--- src/rtl/axis_to_pull_pkg.sv ---
// Shared definitions for the stream <-> pull adapters.
// Holds the default almost-empty threshold expression, which the push path uses as well.
package axis_to_pull_pkg;

  // Default almost-empty threshold: half of the RAM depth.
  function automatic int unsigned default_aempty_limit(input int unsigned addr_width);
    return 32'(1) << (addr_width - 1);
  endfunction

endpackage

--- src/rtl/simple_dual_port_ram_reg1.sv ---
// Simple dual-port RAM with one write port and one registered read port.
// Both ports use the same clock.
// Ports:
//   clock   in   write and read clock (rising edge)
//   wenable in   write strobe
//   waddr   in   write address
//   wdata   in   write data
//   renable in   read strobe; rdata is loaded only when it is high
//   raddr   in   read address
//   rdata   out  registered read data; holds its value while renable is low
module simple_dual_port_ram_reg1 #(
  parameter int unsigned DATA_WIDTH = 8,
  parameter int unsigned ADDR_WIDTH = 4
) (
  input  logic                  clock,
  input  logic                  wenable,
  input  logic [ADDR_WIDTH-1:0] waddr,
  input  logic [DATA_WIDTH-1:0] wdata,
  input  logic                  renable,
  input  logic [ADDR_WIDTH-1:0] raddr,
  output logic [DATA_WIDTH-1:0] rdata
);

  localparam int unsigned DEPTH = 1 << ADDR_WIDTH;

  logic [DATA_WIDTH-1:0] mem [DEPTH];

  // Write port.
  always_ff @(posedge clock) begin
    if (wenable) begin
      mem[waddr] <= wdata;
    end
  end

  // Registered read port.
  always_ff @(posedge clock) begin
    if (renable) begin
      rdata <= mem[raddr];
    end
  end

endmodule

--- src/rtl/axis_to_pull.sv ---
// AXI-stream to pull-interface adapter.
// Words from the stream are buffered in a RAM FIFO; one word is held on odata
// and handed to the consumer on each oenable strobe. oaempty paces the source,
// underflow records any pull made while no word was held.
// Build option: AXIS_TO_PULL_ZERO_FILL_EN forces odata to 0 whenever no word is held;
// without it odata simply shows the last word read from the RAM.
// Ports:
//   clock     in   clock, rising edge
//   resetn    in   asynchronous active-low reset
//   underflow out  sticky flag: pull while no word held; cleared only by reset
//   idata     in   stream data
//   ivalid    in   stream valid
//   iready    out  stream ready (from registers only)
//   odata     out  word presented to the consumer
//   oenable   in   pull strobe: consumer takes odata at this edge
//   oaempty   out  registered almost-empty flag (RAM occupancy below AEMPTY_LIMIT)
module axis_to_pull
  import axis_to_pull_pkg::*;
#(
  parameter int unsigned DATA_WIDTH   = 8,
  parameter int unsigned ADDR_WIDTH   = 4,
  parameter int unsigned AEMPTY_LIMIT = default_aempty_limit(ADDR_WIDTH)
) (
  input  logic                  clock,
  input  logic                  resetn,
  output logic                  underflow,
  input  logic [DATA_WIDTH-1:0] idata,
  input  logic                  ivalid,
  output logic                  iready,
  output logic [DATA_WIDTH-1:0] odata,
  input  logic                  oenable,
  output logic                  oaempty
);

  localparam logic [ADDR_WIDTH-1:0] SIZE_FULL = '1;

  logic [ADDR_WIDTH-1:0] waddr;
  logic [ADDR_WIDTH-1:0] raddr;
  logic [ADDR_WIDTH-1:0] size;
  logic                  hvalid;
  logic                  wenable;
  logic                  renable;
  logic [DATA_WIDTH-1:0] ram_rdata;

  // RAM occupancy, excluding the held word; one slot is kept free so full != empty.
  assign size    = waddr - raddr;
  assign iready  = (size != SIZE_FULL);
  assign wenable = ivalid && iready;
  // Refill the held word when it is empty or being consumed this edge.
  assign renable = (size != '0) && (!hvalid || oenable);

  // Pointers, held-word valid and status flags.
  always_ff @(posedge clock or negedge resetn) begin
    if (!resetn) begin
      waddr     <= '0;
      raddr     <= '0;
      hvalid    <= 1'b0;
      underflow <= 1'b0;
      oaempty   <= 1'b1;
    end else begin
      if (wenable) begin
        waddr <= waddr + ADDR_WIDTH'(1);
      end
      if (renable) begin
        raddr <= raddr + ADDR_WIDTH'(1);
      end
      hvalid    <= renable || (hvalid && !oenable);
      underflow <= underflow || (oenable && !hvalid);
      oaempty   <= (32'(size) < AEMPTY_LIMIT);
    end
  end

  simple_dual_port_ram_reg1 #(
    .DATA_WIDTH (DATA_WIDTH),
    .ADDR_WIDTH (ADDR_WIDTH)
  ) u_ram (
    .clock   (clock),
    .wenable (wenable),
    .waddr   (waddr),
    .wdata   (idata),
    .renable (renable),
    .raddr   (raddr),
    .rdata   (ram_rdata)
  );

`ifdef AXIS_TO_PULL_ZERO_FILL_EN
  assign odata = hvalid ? ram_rdata : '0;
`else
  assign odata = ram_rdata;
`endif

endmodule
--- config.mk ---
export PLATFORM = sky130hd
export DESIGN_NAME = axis_to_pull
export DESIGN_NICKNAME = d
export VERILOG_FILES = /design/src/rtl/axis_to_pull_pkg.sv /design/src/rtl/simple_dual_port_ram_reg1.sv /design/src/rtl/axis_to_pull.sv
export SDC_FILE = /design/constraint.sdc
export NUM_CORES = 1
export LEC_CHECK = 0
export ABC_CLOCK_PERIOD_IN_PS = 2400
export CAP_MARGIN = 20
export CORE_UTILIZATION = 54
export DETAILED_ROUTE_END_ITERATION = 10
export GPL_ROUTABILITY_DRIVEN = 0
export HOLD_SLACK_MARGIN = 0.05
export MAX_ROUTING_LAYER = met4
export PLACE_DENSITY = 0.75
export REMOVE_ABC_BUFFERS = 1
export SETUP_SLACK_MARGIN = 0.4
export SYNTH_ARGS = -nofsm -noshare
export SYNTH_HDL_FRONTEND = slang
export SYNTH_SLANG_ARGS = --single-unit
--- constraint.sdc ---
create_clock -name clock -period 2.4 [get_ports clock]
set_input_delay 0.48 -clock clock [delete_from_list [all_inputs] [get_ports clock]]
set_output_delay 0.48 -clock clock [all_outputs]
set_load 0.02 [all_outputs]
==> results of run 1 <==
==> power by group <==
group / internal (µW) / switching, µW / total [µW]
Combinational: 2210 / 2470 / 4680
Clock: 1460 / 973 / 2430
Sequential: 3300 / 169 / 3470
Total: 6970 / 3610 / 10600
==> how the worst max path moves through the flow <==
stage | startpoint | endpoint | slack [ns]
2_1_floorplan | raddr[0] | u_ram.mem[0][0] | -1.73
3_3_place_gp | waddr[0] | iready | -0.39
3_5_place_dp | waddr[0] | u_ram.mem[1][6] | -0.53
4_1_cts | waddr[0] | iready | -0.29
5_1_grt | raddr[1] | iready | -0.41
6_report | raddr[1] | iready | -0.35
==> per-layer routing <==
layer | share of wire | up-vias | GRT usage
li1 | - | 1473 | -
met1 | 0.40 | 1686 | 0.303
met2 | 0.51 | 162 | 0.390
met3 | 0.071 | 37 | 0.0642
met4 | 0.024 | 0 | 0.102
met5 | 0 | - | -
==> logic make-up after synthesis <==
group	share of synthesized area
mux	0.119
flops	0.726
xor+xnor	0.0175
simple gates	0.0338
compound gates	0.0600
fa+ha+maj	0.0200
buf+inv	0.0233
==> flip-flops by register name, indices dropped and copies added (netlist names) <==
| signal | flops |
|---|---|
| hvalid | 1 |
| oaempty | 1 |
| raddr | 4 |
| u_ram.mem | 128 |
| u_ram.rdata | 8 |
| underflow | 1 |
| waddr | 4 |
==> through the flow <==
step                      utilization  area, µm²
after global routing            0.698       7570
final                           0.698       7570
after global placement          0.604       6550
after CTS                       0.687       7450
after floorplan                     -       5890
after detailed placement        0.604       6550
==> cells in the mapped netlist, drive strengths merged <==
master / count / share of area
mux2: 10 / 0.019
dfstp: 1 / 0.0044
mux4: 16 / 0.060
edfxtp: 136 / 0.68
or2: 1 / 0.0010
a221oi: 8 / 0.012
fa: 1 / 0.0033
mux2i: 24 / 0.040
nand2: 12 / 0.0075
nor3b: 2 / 0.0033
xor2: 3 / 0.0044
nand2b: 3 / 0.0031
a21boi: 1 / 0.0019
a21o: 1 / 0.0013
o31ai: 1 / 0.0013
a21oi: 12 / 0.011
o21ai: 17 / 0.016
nand3b: 2 / 0.0031
clkbuf: 2 / 0.0015
inv: 6 / 0.0037
nor3: 4 / 0.0033
a22oi: 8 / 0.010
nand3: 2 / 0.0017
ha: 8 / 0.017
xnor2: 6 / 0.013
nand4: 1 / 0.0010
buf: 13 / 0.018
nor2: 14 / 0.0096
dfrtp: 10 / 0.042
o211ai: 4 / 0.0073
==> worst max-delay path, cell delays in order, from the launching register on <==
cell      delay (ns)
dfrtp_1         0.39
inv_2           0.08
ha_1            0.31
nand3b_1        0.15
nand2_2         0.10
xnor2_2         0.16
buf_4           0.17
or2_4           0.25
buf_6           0.13
==> timing repair <==
| action | 4_1_cts | 5_1_grt |
|---|---|---|
| pin swaps | 20 | 10 |
| buffers inserted | 16 | 5 |
| resized for setup | 49 | 17 |
| endpoints found under the setup margin | 154 | 155 |
| hold endpoints to repair | 0 | 0 |
==> area by class of cell <==
cell class / count / share of cell area
Sequential cell: 147 / 0.576
Inverter: 6 / 0.00298
Tap cell: 140 / 0.0231
Clock buffer: 19 / 0.0557
Clock inverter: 12 / 0.0154
Timing Repair Buffer: 78 / 0.104
Multi-Input combinational cell: 161 / 0.222
==> metrics.md, run 1 <==
| Metric | Value |
|---|---|
| Floorplan row count | 38 |
| Max cap viols | 0 |
| IO buf count | 22 |
| Crit path capture type | output port |
| Pleak | approximately 0.0027 µW |
| Initial antenna violation count | 0 |
| Pre-CTS WS | -0.527 ns |
| Worst Hold Class | in -> async |
| Io pins | 23 |
| Critical Path AT | about 2.3 ns |
| Drt pass-1 iters | 5 |
| Setup Skew | between 0.01 and 0.015 ns |
| Remaining global-route overflow | 0 |
| Total CTS buffers | 17 |
| Filler instances | between 600 and 700 |
| P&R area growth vs syn | 26.0% |
| Starting DRT DRC Count | between 200 and 250 |
| Failing checks | negative setup slack |
| Non-Filler Instances | between 500 and 600 |
| Critical path class | reg -> out |
| Worst-path clk slew | ~0.06 ns |
| Die ar. | approximately 12000 µm² |
| Core outline area | roughly 11000 µm² |
| Die Span X | approximately 110 µm |
| Setup slack, reg-to-reg | -0.16 ns |
| Via/cell ratio | approximately 6 |
| Slew @ Worst Pin | between 0.6 and 0.7 ns |
| Final Max Tran Viols | 0 |
| CTS Hold Bufs | 0 |
| Final worst slack | -0.353 ns |
| Final nets | 432 |
| Pwr/cell area | around 1400 nW/µm² |
| Max transition margin | 0.572 |
| Worst-path fanout max | 6 |
| First-pass GRT wire length | just under 20000 µm |
| CTS Root Cell | clkbuf_8 |
| Clk sinks | 147 |
| Clock latency on the worst-skew pair | around 0.53 ns |
| Inst Count DP | between 500 and 600 |
| Avg Inst Size Synth | ~18 µm² |
| Diodes inserted | 0 |
| WHS | between 0.3 and 0.4 ns |
| Max clock buf depth | 2 |
| CTS tree | yes |
| Status | complete, but fails checks |
| Reg area | 4360 µm² |
| Vias | 3358 |
| R2R Path Start | waddr[0] |
| Cell area after synthesis | roughly 6000 µm² |
| Worst r2r path cells | 14 |
| Worst setup SP type | flip-flop |
| H-tree Lvls | 4 |
| Die Span Y | about 110 µm |
| Detail Placement HPWL | a little over 7000 µm |
| Vias in the first global route | between 3000 and 4000 |
| VDD IR-drop max | ~0.00099 V |
| Final period util | 1.15 |
| Worst r2r dst | u_ram.mem[11][6] |
| Syn. warnings | 0 |
| Final routed DRC violation total | 0 |
| Cells after Synth | roughly 330 |
| Routed WL per cell | about 23 µm |
| Final-report hold violation count | 0 |
| Peak Freq | 0.363 GHz |
| Total track usage | 0.246 |
| Layout cells sized above 1 | 0.348 |
| Tmin final | between 2 and 3 ns |
| Most common cell after layout, fill and taps aside | edfxtp_1 |
| Post-route ant nets | 0 |
| Yosys reg bits | 147 |
| Yosys cell types | 43 |
| Final setup fails | ~110 |
| Worst path required time | around 1.9 ns |
| Area of the multi-input gates | between 1500 and 2000 µm² |
| Most frequent cells in the layout | edfxtp_1, buf_4, mux2i_1, clkdlybuf4s50_1, buf_6 |
| Largest net degree at the start of global routing | 52 |
| Sequential share of the synthesized area | 0.726 |
| Setup TNS | -7.34 ns |
| Initial Utilization | 0.554 |
| Detailed Route WL | roughly 13000 µm |
| Pwr Total | ~11000 µW |
| RSZ-0062 raised after global routing | yes |
Note: power is estimated with default switching activity, not from simulation.
==> inputs of run 2 (changes only) <==
--- a/config.mk
+++ b/config.mk
@@ -10,6 +10,7 @@
 export CORE_UTILIZATION = 54
 export DETAILED_ROUTE_END_ITERATION = 10
 export GPL_ROUTABILITY_DRIVEN = 0
+export GPL_TIMING_DRIVEN = 1
 export HOLD_SLACK_MARGIN = 0.05
 export MAX_ROUTING_LAYER = met4
 export PLACE_DENSITY = 0.75
==> results of run 2 <==
The final DEF is identical to that of run 1; final timing and power are the same.
